[config.mk]
export PLATFORM = sky130hd
export DESIGN_NAME = decimal_to_bin_flat
export DESIGN_NICKNAME = d
export VERILOG_FILES = /design/src/rtl/decimal_to_bin_pkg.sv /design/src/rtl/decimal_to_bin_if.sv /design/src/rtl/decimal_to_bin_nibble_adjust.sv /design/src/rtl/decimal_to_bin.sv /design/src/flat_wrapper.sv
export SDC_FILE = /design/constraint.sdc
export NUM_CORES = 1
export LEC_CHECK = 0
export ABC_AREA = 0
export ABC_CLOCK_PERIOD_IN_PS = 1550
export BUFFER_PORTS_ARGS = -buffer_cell sky130_fd_sc_hd__buf_2
export CAP_MARGIN = 20
export CELL_PAD_IN_SITES_DETAIL_PLACEMENT = 2
export CELL_PAD_IN_SITES_GLOBAL_PLACEMENT = 2
export CORE_MARGIN = 3
export CORE_UTILIZATION = 37
export CTS_CLUSTER_DIAMETER = 100
export DETAILED_ROUTE_END_ITERATION = 10
export HOLD_SLACK_MARGIN = 0.03
export PLACE_DENSITY = 0.88
export SYNTH_ARGS = -nofsm -noshare
export SYNTH_HDL_FRONTEND = slang
export SYNTH_SLANG_ARGS = --single-unit
[constraint.sdc]
create_clock -name clk_i -period 1.55 [get_ports clk_i]
set_input_delay 0.155 -clock clk_i [delete_from_list [all_inputs] [get_ports clk_i]]
set_output_delay 0.155 -clock clk_i [all_outputs]
set_load 0.03 [all_outputs]
[src/rtl/decimal_to_bin_pkg.sv]
// Shared definitions for the BCD-to-binary converter: FSM states and defaults.
package decimal_pkg;

  typedef enum logic [1:0] {
    ST_IDLE  = 2'd0,
    ST_SHIFT = 2'd1,
    ST_DONE  = 2'd2
  } state_e;

  localparam int DIGIT_MAX  = 9;
  localparam int DEF_DIGITS = 2;
  localparam int DEF_BIN_W  = 7;

endpackage

[src/rtl/decimal_to_bin_if.sv]
// Request/response bundle between digit entry and the converter.
interface decimal_to_bin_if
  import decimal_pkg::*;
#(
  parameter int DIGITS = DEF_DIGITS,
  parameter int BIN_W  = DEF_BIN_W
);
  logic                  start_i;
  logic [4*DIGITS-1:0]   bcd_i;
  logic                  busy_o;
  logic                  valid_o;
  logic [BIN_W-1:0]      bin_o;
  logic                  err_o;

  modport master (output start_i, bcd_i, input busy_o, valid_o, bin_o, err_o);
  modport slave  (input start_i, bcd_i, output busy_o, valid_o, bin_o, err_o);
endinterface

[src/rtl/decimal_to_bin_nibble_adjust.sv]
// Reverse double-dabble correction for one BCD digit after a right shift.
module bcd_nibble_adjust (
  input  logic [3:0] din,
  output logic [3:0] dout
);
  assign dout = (din >= 4'd8) ? din - 4'd3 : din;
endmodule

[src/rtl/decimal_to_bin.sv]
// Sequential BCD-to-binary converter: one reverse double-dabble step per clock.
module decimal_to_bin
  import decimal_pkg::*;
#(
  parameter int DIGITS = DEF_DIGITS,
  parameter int BIN_W  = DEF_BIN_W
) (
  input  logic             clk_i,
  input  logic             rst_ni,
  decimal_to_bin_if.slave  bus
);

  localparam int BCD_W = 4 * DIGITS;
  localparam int SH_W  = BCD_W + BIN_W;
  localparam int CNT_W = $clog2(BIN_W + 1);

  state_e             state_q, state_d;
  logic [BCD_W-1:0]   bcd_q;
  logic [BIN_W-1:0]   bin_q;
  logic [CNT_W-1:0]   cnt_q;
  logic               err_q;
  logic               busy_q, valid_q, err_o_q;
  logic [BIN_W-1:0]   bin_o_q;

  logic               bad_digit;
  logic [SH_W-1:0]    sh;
  logic [BCD_W-1:0]   bcd_sh, bcd_adj;

  always_comb begin
    bad_digit = 1'b0;
    for (int d = 0; d < DIGITS; d++)
      if (bus.bcd_i[4*d +: 4] > 4'(DIGIT_MAX)) bad_digit = 1'b1;
  end

  // Digits shift down into the binary register; each digit is then re-biased.
  assign sh     = {bcd_q, bin_q} >> 1;
  assign bcd_sh = sh[SH_W-1:BIN_W];

  for (genvar g = 0; g < DIGITS; g++) begin : g_adj
    bcd_nibble_adjust u_adj (
      .din  (bcd_sh[4*g +: 4]),
      .dout (bcd_adj[4*g +: 4])
    );
  end

  always_ff @(posedge clk_i or negedge rst_ni) begin
    if (!rst_ni) state_q <= ST_IDLE;
    else         state_q <= state_d;
  end

  always_comb begin
    state_d = state_q;
    unique case (state_q)
      ST_IDLE:  if (bus.start_i) state_d = bad_digit ? ST_DONE : ST_SHIFT;
      ST_SHIFT: if (cnt_q == CNT_W'(BIN_W - 1)) state_d = ST_DONE;
      ST_DONE:  state_d = ST_IDLE;
      default:  state_d = ST_IDLE;
    endcase
  end

  always_ff @(posedge clk_i or negedge rst_ni) begin
    if (!rst_ni) begin
      bcd_q   <= '0;
      bin_q   <= '0;
      cnt_q   <= '0;
      err_q   <= 1'b0;
      busy_q  <= 1'b0;
      valid_q <= 1'b0;
      bin_o_q <= '0;
      err_o_q <= 1'b0;
    end else begin
      busy_q  <= (state_d != ST_IDLE);
      valid_q <= (state_q == ST_DONE);
      unique case (state_q)
        ST_IDLE: if (bus.start_i) begin
          bcd_q <= bus.bcd_i;
          bin_q <= '0;
          cnt_q <= '0;
          err_q <= bad_digit;
        end
        ST_SHIFT: begin
          bcd_q <= bcd_adj;
          bin_q <= sh[BIN_W-1:0];
          cnt_q <= cnt_q + 1'b1;
        end
        ST_DONE: begin
          bin_o_q <= bin_q;
          err_o_q <= err_q;
        end
        default: ;
      endcase
    end
  end

  assign bus.busy_o  = busy_q;
  assign bus.valid_o = valid_q;
  assign bus.bin_o   = bin_o_q;
  assign bus.err_o   = err_o_q;

endmodule

[src/flat_wrapper.sv]
// flat-port wrapper written by rule: the top's interface ports become plain ports
module decimal_to_bin_flat import decimal_pkg::*;
#(
  parameter int DIGITS = DEF_DIGITS,
  parameter int BIN_W  = DEF_BIN_W
)
  (clk_i, rst_ni, bus_start_i, bus_bcd_i, bus_busy_o, bus_valid_o, bus_bin_o, bus_err_o);
  decimal_to_bin_if #(.DIGITS(DIGITS), .BIN_W(BIN_W)) bus_i ();
  input  logic clk_i;
  input  logic rst_ni;
  input wire logic [$bits(bus_i.start_i)-1:0] bus_start_i;
  input wire logic [$bits(bus_i.bcd_i)-1:0] bus_bcd_i;
  output wire logic [$bits(bus_i.busy_o)-1:0] bus_busy_o;
  output wire logic [$bits(bus_i.valid_o)-1:0] bus_valid_o;
  output wire logic [$bits(bus_i.bin_o)-1:0] bus_bin_o;
  output wire logic [$bits(bus_i.err_o)-1:0] bus_err_o;
  assign bus_i.start_i = bus_start_i;
  assign bus_i.bcd_i = bus_bcd_i;
  assign bus_busy_o = bus_i.busy_o;
  assign bus_valid_o = bus_i.valid_o;
  assign bus_bin_o = bus_i.bin_o;
  assign bus_err_o = bus_i.err_o;
  decimal_to_bin #(.DIGITS(DIGITS), .BIN_W(BIN_W)) u_core (.clk_i(clk_i), .rst_ni(rst_ni), .bus(bus_i));
endmodule
==> metrics.log, run 1 <==
INFO  metric maximum_capacitance_violations = 0
INFO  metric drt_first_pass_iters = 4
INFO  metric dpl_worst_slack = between 100 and 150 ps
INFO  metric hold_path_startpoint = bus_bcd_i[4]
INFO  metric placementRows = 21
INFO  metric finalNonFillerCells = approximately 190
INFO  metric cts_repair_resize_count = 0
INFO  metric insertedDiodeCount = 0
INFO  metric powerDensity = between 2000 and 2500 mW/mm²
INFO  metric place.port_buffers = 20
INFO  metric ys_dominant_reg_cell = sky130_fd_sc_hd__dfrtp_1
INFO  metric final_routed_wire_length_divided_by_cell_count = around 19 µm
INFO  metric setup.worst_path.end_class = flop
INFO  metric r2r_start = u_core.state_q[0]
INFO  metric hold-path-cell-count = 3
INFO  metric dp.final_hpwl = 2370 µm
INFO  metric cp_data_required_time = approximately 1700 ps
INFO  metric worst_pin_slew = ~680 ps
INFO  metric timing.clock.skew = between 3 and 4 ps
INFO  metric cts_tree = done
INFO  metric clock-sinks = 31
INFO  metric setup-violations-final = 0
INFO  metric ys_seq_elements = 31
INFO  metric maxSlewHeadroom = 0.549
INFO  metric vdd.ir_drop.worst = about 760 µV
INFO  metric core-area = roughly 0.0035 mm²
INFO  metric grt.met2_usage = 0.320
INFO  metric timing.final.ws_setup = ~130 ps
INFO  metric number_of_global_route_vias_before_repair = between 1000 and 1500
INFO  metric synth-edff-count = 0
INFO  metric wirelength = 3540 µm
INFO  metric grt_first_pass_wirelength = between 6000 and 7000 µm
INFO  metric r2r_cells = 2
INFO  metric syn-mean-instance-area = between 10 and 15 µm²
INFO  metric net-switching-power = approximately 1.3 mW
INFO  metric leakage = around 0.83 nW
INFO  metric number_of_top_level_pins = 21
INFO  metric initial_utilization = 0.398
INFO  metric period_share = 0.915
INFO  metric multi_input_combinational_cell_area = between 500 and 600 µm²
INFO  metric maxSlewViolCount = 0
INFO  metric min_path_type = input pin to flop
INFO  metric die_height = 67.1 µm
INFO  metric placed_cells = roughly 180
INFO  metric criticalPathCategory = flop to flop
INFO  metric grt_max_degree = 32
INFO  metric area.sequential = a little under 800 µm²
INFO  metric cts_buffers = 5
INFO  metric async_reset_ff_frac = 1.00
INFO  metric finalHoldViolations = 0
INFO  metric synth_top_area_frac = 0.562
INFO  metric dpl_cell_area = between 0.0015 and 0.002 mm²
INFO  metric nNetsFinal = about 150
INFO  metric antenna_violating_nets_post_route = 0
INFO  metric power_frac_seq = 0.397
INFO  metric maxClockFrequency = just over 0.7 GHz
INFO  metric layout.filler_cells = approximately 380
INFO  metric clk_transition_reported_paths = about 70 ps
INFO  metric synth_area_leader_cell = sky130_fd_sc_hd__dfrtp_1
INFO  metric min_period = approximately 1400 ps
INFO  metric internal-power = 2.14 mW
INFO  metric postSynthCellCount = roughly 110
INFO  metric floorplan.die.width = between 60 and 70 µm
INFO  metric rsz0062_at_grt = false
INFO  metric grt_met3_use = 0.0455
INFO  metric r2r-end = u_core.bus.bin_o[3]
INFO  metric netlist-cell-type-count = 26
INFO  metric ys_warn_count = 0
INFO  metric groute.usage.overall = 0.189
INFO  metric drt-initial-drc-count = 25
INFO  metric die-area = 0.00450 mm²
INFO  metric fin_setup_tns = 0 ps
INFO  metric total_overflow_reported_by_the_global_router = 0
INFO  metric layout-area-overhead-vs-synth = 18.8%
INFO  metric drcViolationCount = 0
INFO  metric mappedNetlistNets = 128
INFO  metric vias = 956
INFO  metric cts_max_level = 2
INFO  metric vias_per_cell = 5.14
INFO  metric timing.critical_path.from_type = flop
INFO  metric post_route_cells_drive_above_1_share = 0.307
INFO  metric met1_usage = 0.226
INFO  metric setup.reg_to_reg.worst_slack = ~130 ps
INFO  metric routabilityCongestion = roughly 0.75
INFO  metric clk_latency = 290 ps
INFO  metric swShare = 0.375
INFO  metric yosys-top-cells-area = sky130_fd_sc_hd__dfrtp_1, sky130_fd_sc_hd__mux2_2, sky130_fd_sc_hd__a22o_1, sky130_fd_sc_hd__ha_1, sky130_fd_sc_hd__o21ai_0
INFO  metric grt_antenna_before_repair = 0
INFO  metric worst-path-max-fanout = 9
INFO  metric comb_power_share = 0.359
INFO  metric stdcell_area = between 0.0015 and 0.002 mm²
INFO  metric cts_root_buffer = sky130_fd_sc_hd__clkbuf_8
INFO  metric timing.critical_path.arrival = approximately 1600 ps
INFO  metric synthesis.area = 0.00138 mm²
INFO  metric yosysSeqAreaShare = 0.562
INFO  metric worst_case_clock_buffer_depth = 2
INFO  metric power.share.clock = 0.245
INFO  metric grt-busiest-layer = met2
INFO  metric outcome = finished clean
INFO  metric hold-path-endpoint = u_core.bcd_q[4]
Yosys cell counts (2+ instances only):
master and number:
sky130_fd_sc_hd__buf_2 2, sky130_fd_sc_hd__nand2b_1 4, sky130_fd_sc_hd__buf_6 4, sky130_fd_sc_hd__dfrtp_1 31, sky130_fd_sc_hd__o21bai_1 2, sky130_fd_sc_hd__mux2_2 9
sky130_fd_sc_hd__nand2_1 13, sky130_fd_sc_hd__o21ai_0 10, sky130_fd_sc_hd__nor3b_1 2, sky130_fd_sc_hd__inv_1 7, sky130_fd_sc_hd__ha_1 4, sky130_fd_sc_hd__mux2i_1 4
sky130_fd_sc_hd__a2bb2oi_1 2, sky130_fd_sc_hd__a22o_1 7
per-layer routing:
metal  up-vias  wire length, µm
met5         -                0
met3         6               90
met2        10             1920
met1       499             1470
li1        441                -
met4         0               57
sequential cells by signal, summed over array words and instances (netlist names):
name and flops:
u_core.state_q 2, u_core.bus.bin_o 7, u_core.bus.err_o 1, u_core.bcd_q 8, u_core.bus.valid_o 1, u_core.bus.busy_o 1, u_core.bin_q 7, u_core.cnt_q 3
u_core.err_q 1
final cells by class:
type                       count  share of cell area
sequential                    31               0.473
multi-input combinational     69               0.319
timing repair buffer          25              0.0854
clock buffer                   6              0.0503
tap                           46              0.0351
clock inverter                 2              0.0213
inverter                       7              0.0160
power by group through the flow:
stage,registers [mW],clock network (mW),logic [mW]
finish,1.36,0.837,1.23
global route,1.40,0.895,1.37
CTS,1.36,0.855,1.25
detailed placement,1.36,0,1.21
global placement,1.33,0,1.11
floorplan,1.45,0,0.762
timing repair:
item | in CTS | in global routing
hold endpoints to repair | 31 | 0
setup endpoints to repair | 0 | 0
setup buffers | 0 | 0
hold buffers | 1 | 0
layout by cell type, fill, tap and decap left out:
master	count
sky130_fd_sc_hd__a2bb2oi_1	2
sky130_fd_sc_hd__a22o_1	7
sky130_fd_sc_hd__mux2_2	9
sky130_fd_sc_hd__o2bb2ai_1	1
sky130_fd_sc_hd__a32o_1	1
sky130_fd_sc_hd__nor3b_1	2
sky130_fd_sc_hd__o21ai_1	1
sky130_fd_sc_hd__clkbuf_8	6
sky130_fd_sc_hd__xnor2_1	1
sky130_fd_sc_hd__o21ai_0	10
sky130_fd_sc_hd__inv_1	7
sky130_fd_sc_hd__mux2i_1	4
sky130_fd_sc_hd__xor2_1	1
sky130_fd_sc_hd__a21oi_1	1
sky130_fd_sc_hd__o22ai_2	1
sky130_fd_sc_hd__nor2b_2	1
sky130_fd_sc_hd__buf_2	20
sky130_fd_sc_hd__clkinv_2	1
sky130_fd_sc_hd__dlygate4sd3_1	1
sky130_fd_sc_hd__o211a_1	1
sky130_fd_sc_hd__o21bai_1	2
sky130_fd_sc_hd__ha_1	4
sky130_fd_sc_hd__buf_4	4
sky130_fd_sc_hd__o22a_1	1
sky130_fd_sc_hd__dfrtp_1	31
sky130_fd_sc_hd__nand2b_1	4
sky130_fd_sc_hd__nand2_1	13
sky130_fd_sc_hd__nor2_1	1
sky130_fd_sc_hd__bufinv_16	1
sky130_fd_sc_hd__a221o_1	1
critical path, stage by stage, from the launching register on:
cell and delay (ps):
sky130_fd_sc_hd__dfrtp_1 480, sky130_fd_sc_hd__nand2b_1 430, sky130_fd_sc_hd__mux2_2 390
through the flow:
stage	hold WS, ps	util	power, mW
2_1_floorplan	-141	-	2.21
3_5_place_dp	236	0.437	2.57
4_1_cts	200	0.473	3.46
3_3_place_gp	227	0.437	2.45
5_1_grt	236	0.473	3.67
6_report	199	0.473	3.42
worst max-delay path by stage:
stage,from,endpoint,slack [ps]
after detailed placement,u_core.state_q[1],u_core.bus.bin_o[3],150
after global placement,u_core.state_q[1],u_core.bus.bin_o[0],210
final,u_core.state_q[0],u_core.bus.bin_o[3],130
after CTS,u_core.state_q[0],u_core.bus.bin_o[3],110
after floorplan,u_core.bcd_q[1],u_core.bcd_q[2],310
after global routing,u_core.state_q[0],u_core.bus.bin_o[3],30
cell families after synthesis:
family	synth area share
AOI/OAI and AO/OA	0.155
xor gates and xnor gates	0.0127
adders and majority gates	0.0362
buffers and inverters	0.0589
DFF	0.562
muxes	0.102
and+or+nand+nor	0.0734
(Power assumes the default switching activity.)
==> run 2: changes to the inputs <==
--- a/config.mk
+++ b/config.mk
@@ -6,7 +6,6 @@
 export NUM_CORES = 1
 export LEC_CHECK = 0
 export ABC_AREA = 0
-export ABC_CLOCK_PERIOD_IN_PS = 1550
 export BUFFER_PORTS_ARGS = -buffer_cell sky130_fd_sc_hd__buf_2
 export CAP_MARGIN = 20
 export CELL_PAD_IN_SITES_DETAIL_PLACEMENT = 2
@@ -16,6 +15,7 @@
 export CTS_CLUSTER_DIAMETER = 100
 export DETAILED_ROUTE_END_ITERATION = 10
 export HOLD_SLACK_MARGIN = 0.03
+export MAX_ROUTING_LAYER = met4
 export PLACE_DENSITY = 0.88
 export SYNTH_ARGS = -nofsm -noshare
 export SYNTH_HDL_FRONTEND = slang
==> metrics.log, run 2 (synthesized netlist as in run 1, its figures left out) <==
INFO  metric outcome = finished clean
INFO  metric powerDensity = about 2100 mW/mm²
INFO  metric dpl_worst_slack = between 100 and 150 ps
INFO  metric grt_first_pass_wirelength = between 5000 and 6000 µm
INFO  metric maxSlewHeadroom = 0.550
INFO  metric maxClockFrequency = 0.700 GHz
INFO  metric hold-path-cell-count = 3
INFO  metric number_of_top_level_pins = 21
INFO  metric setup-violations-final = 0
INFO  metric die-area = 0.00450 mm²
INFO  metric leakage = 0.831 nW
INFO  metric final_cell_mix = sky130_fd_sc_hd__dfrtp_1, sky130_fd_sc_hd__buf_2, sky130_fd_sc_hd__nand2_1
INFO  metric insertedDiodeCount = 0
INFO  metric placementRows = 21
INFO  metric rsz0062_at_grt = false
INFO  metric clock-sinks = 31
INFO  metric cts_buffers = 5
INFO  metric final_routed_wire_length_divided_by_cell_count = about 19 µm
INFO  metric clk_latency = between 200 and 300 ps
INFO  metric layout.filler_cells = ~380
INFO  metric cts_setup_buffers = 0
INFO  metric groute.usage.overall = 0.195
INFO  metric number_of_global_route_vias_before_repair = 1105
INFO  metric setup.reg_to_reg.worst_slack = around 120 ps
INFO  metric count_of_buffering_cells_on_the_critical_path_with_inverters_included = 0
INFO  metric vias = ~970
INFO  metric critical-path-max-stage-delay = ~480 ps
INFO  metric antenna_violating_nets_post_route = 0
INFO  metric path_cells = nand2b_1 -> mux2_2
INFO  metric criticalPathCategory = flop to flop
INFO  metric initial_utilization = 0.398
INFO  metric r2r-end = u_core.bus.bin_o[3]
INFO  metric hold_path_startpoint = bus_bcd_i[4]
INFO  metric cts_root_buffer = sky130_fd_sc_hd__clkbuf_8
INFO  metric cpLargestDelayFamily = flip-flops
INFO  metric drt_first_pass_iters = 4
INFO  metric grt_max_degree = 32
INFO  metric dp.final_hpwl = between 2000 and 2500 µm
INFO  metric r2r_cells = 2
INFO  metric floorplan.die.width = roughly 67 µm
INFO  metric finalHoldViolations = 0
INFO  metric min_path_type = input pin to flop
INFO  metric cts_max_level = 2
INFO  metric nNetsFinal = 154
INFO  metric core-area = between 0.003 and 0.004 mm²
INFO  metric worst_case_clock_buffer_depth = 2
INFO  metric critical_path.slowest_cell = sky130_fd_sc_hd__dfrtp_1
INFO  metric timing.clock.skew = between 3 and 4 ps
INFO  metric timing.final.ws_setup = about 120 ps
INFO  metric cts_repair_resize_count = 0
INFO  metric die_height = approximately 67 µm
INFO  metric timing.critical_path.from_type = flop
INFO  metric routabilityCongestion = between 0.7 and 0.8
INFO  metric worst-path-max-fanout = 9
INFO  metric period_share = 0.922
INFO  metric post_route_cells_drive_above_1_share = 0.307
INFO  metric drt-initial-drc-count = 25
INFO  metric drcViolationCount = 0
INFO  metric flip_flop_count_of_the_largest_register_all_copies_and_words_added = 8
INFO  metric cp_data_required_time = approximately 1700 ps
INFO  metric layout_commonest_cell = sky130_fd_sc_hd__dfrtp_1
INFO  metric maxSlewViolCount = 0
INFO  metric clk_transition_reported_paths = 70 ps
INFO  metric maximum_capacitance_violations = 0
INFO  metric place.port_buffers = 20
INFO  metric vdd.ir_drop.worst = 760 µV
INFO  metric r2r_start = u_core.state_q[0]
INFO  metric layout-area-overhead-vs-synth = 18.8%
INFO  metric worst_pin_slew = 676 ps
INFO  metric setup.worst_path.end_class = flop
INFO  metric vias_per_cell = between 5 and 6
INFO  metric min_period = approximately 1400 ps
INFO  metric largest_register_by_flop_count = u_core.bcd_q
INFO  metric hold_ws = roughly 200 ps
INFO  metric cts_tree = done
INFO  metric timing.critical_path.arrival = ~1600 ps
INFO  metric total_overflow_reported_by_the_global_router = 0
INFO  metric grt_antenna_before_repair = 0
INFO  metric fin_setup_tns = 0 ps
INFO  metric wirelength = 3560 µm
INFO  metric hold-path-endpoint = u_core.bcd_q[4]
[run 2: per-layer routing]
| metal | wire length [µm] | track usage | vias up |
|---|---|---|---|
| li1 | - | - | 441 |
| met3 | 105 | 0.0455 | 6 |
| met4 | 57 | 0.0861 | 0 |
| met1 | 1470 | 0.224 | 505 |
| met2 | 1930 | 0.321 | 16 |
| met5 | 0 | - | - |
[run 2: per-stage QoR]
| stage | power [mW] | util | cell area [µm²] | instances |
|---|---|---|---|---|
| detailed placement | 2.57 | 0.437 | 1510 | 177 |
| finish | 3.43 | 0.473 | 1640 | 186 |
| CTS | 3.46 | 0.473 | 1640 | 186 |
| floorplan | 2.21 | - | 1380 | 113 |
| global route | 3.66 | 0.473 | 1640 | 186 |
| global placement | 2.45 | 0.437 | 1510 | 177 |
[run 2: worst reg2reg max path: stages (launching register included)]
cell and delay (ps):
sky130_fd_sc_hd__dfrtp_1 480, sky130_fd_sc_hd__nand2b_1 440, sky130_fd_sc_hd__mux2_2 400
[run 2: worst max-delay path by stage]
stage	cells after the start	to	slack (ps)	from
2_1_floorplan	4	u_core.bcd_q[2]	310	u_core.bcd_q[1]
3_3_place_gp	2	u_core.bus.bin_o[0]	210	u_core.state_q[1]
3_5_place_dp	2	u_core.bus.bin_o[3]	150	u_core.state_q[1]
4_1_cts	2	u_core.bus.bin_o[3]	110	u_core.state_q[0]
5_1_grt	4	u_core.bcd_q[0]	30	u_core.state_q[0]
6_report	2	u_core.bus.bin_o[3]	120	u_core.state_q[0]
[run 2: power breakdown]
part | internal [mW] | switching, mW
Sequential | 1.10 | 0.256
Combinational | 0.518 | 0.716
Clock | 0.520 | 0.321
[run 2: repair_timing]
item / CTS / global route
endpoints found under the setup margin: 0 / 0
hold buffers: 1 / 0
endpoints found under the hold margin: 31 / 0
[run 2: cell type report]
type	instances	area, µm²	share of cell area
Multi-Input combinational cell	69	524	0.319
Tap cell	46	57.6	0.0351
Clock buffer	6	82.6	0.0503
Timing Repair Buffer	25	140	0.0854
Sequential cell	31	776	0.473
Clock inverter	2	35.0	0.0213
Inverter	7	26.3	0.0160
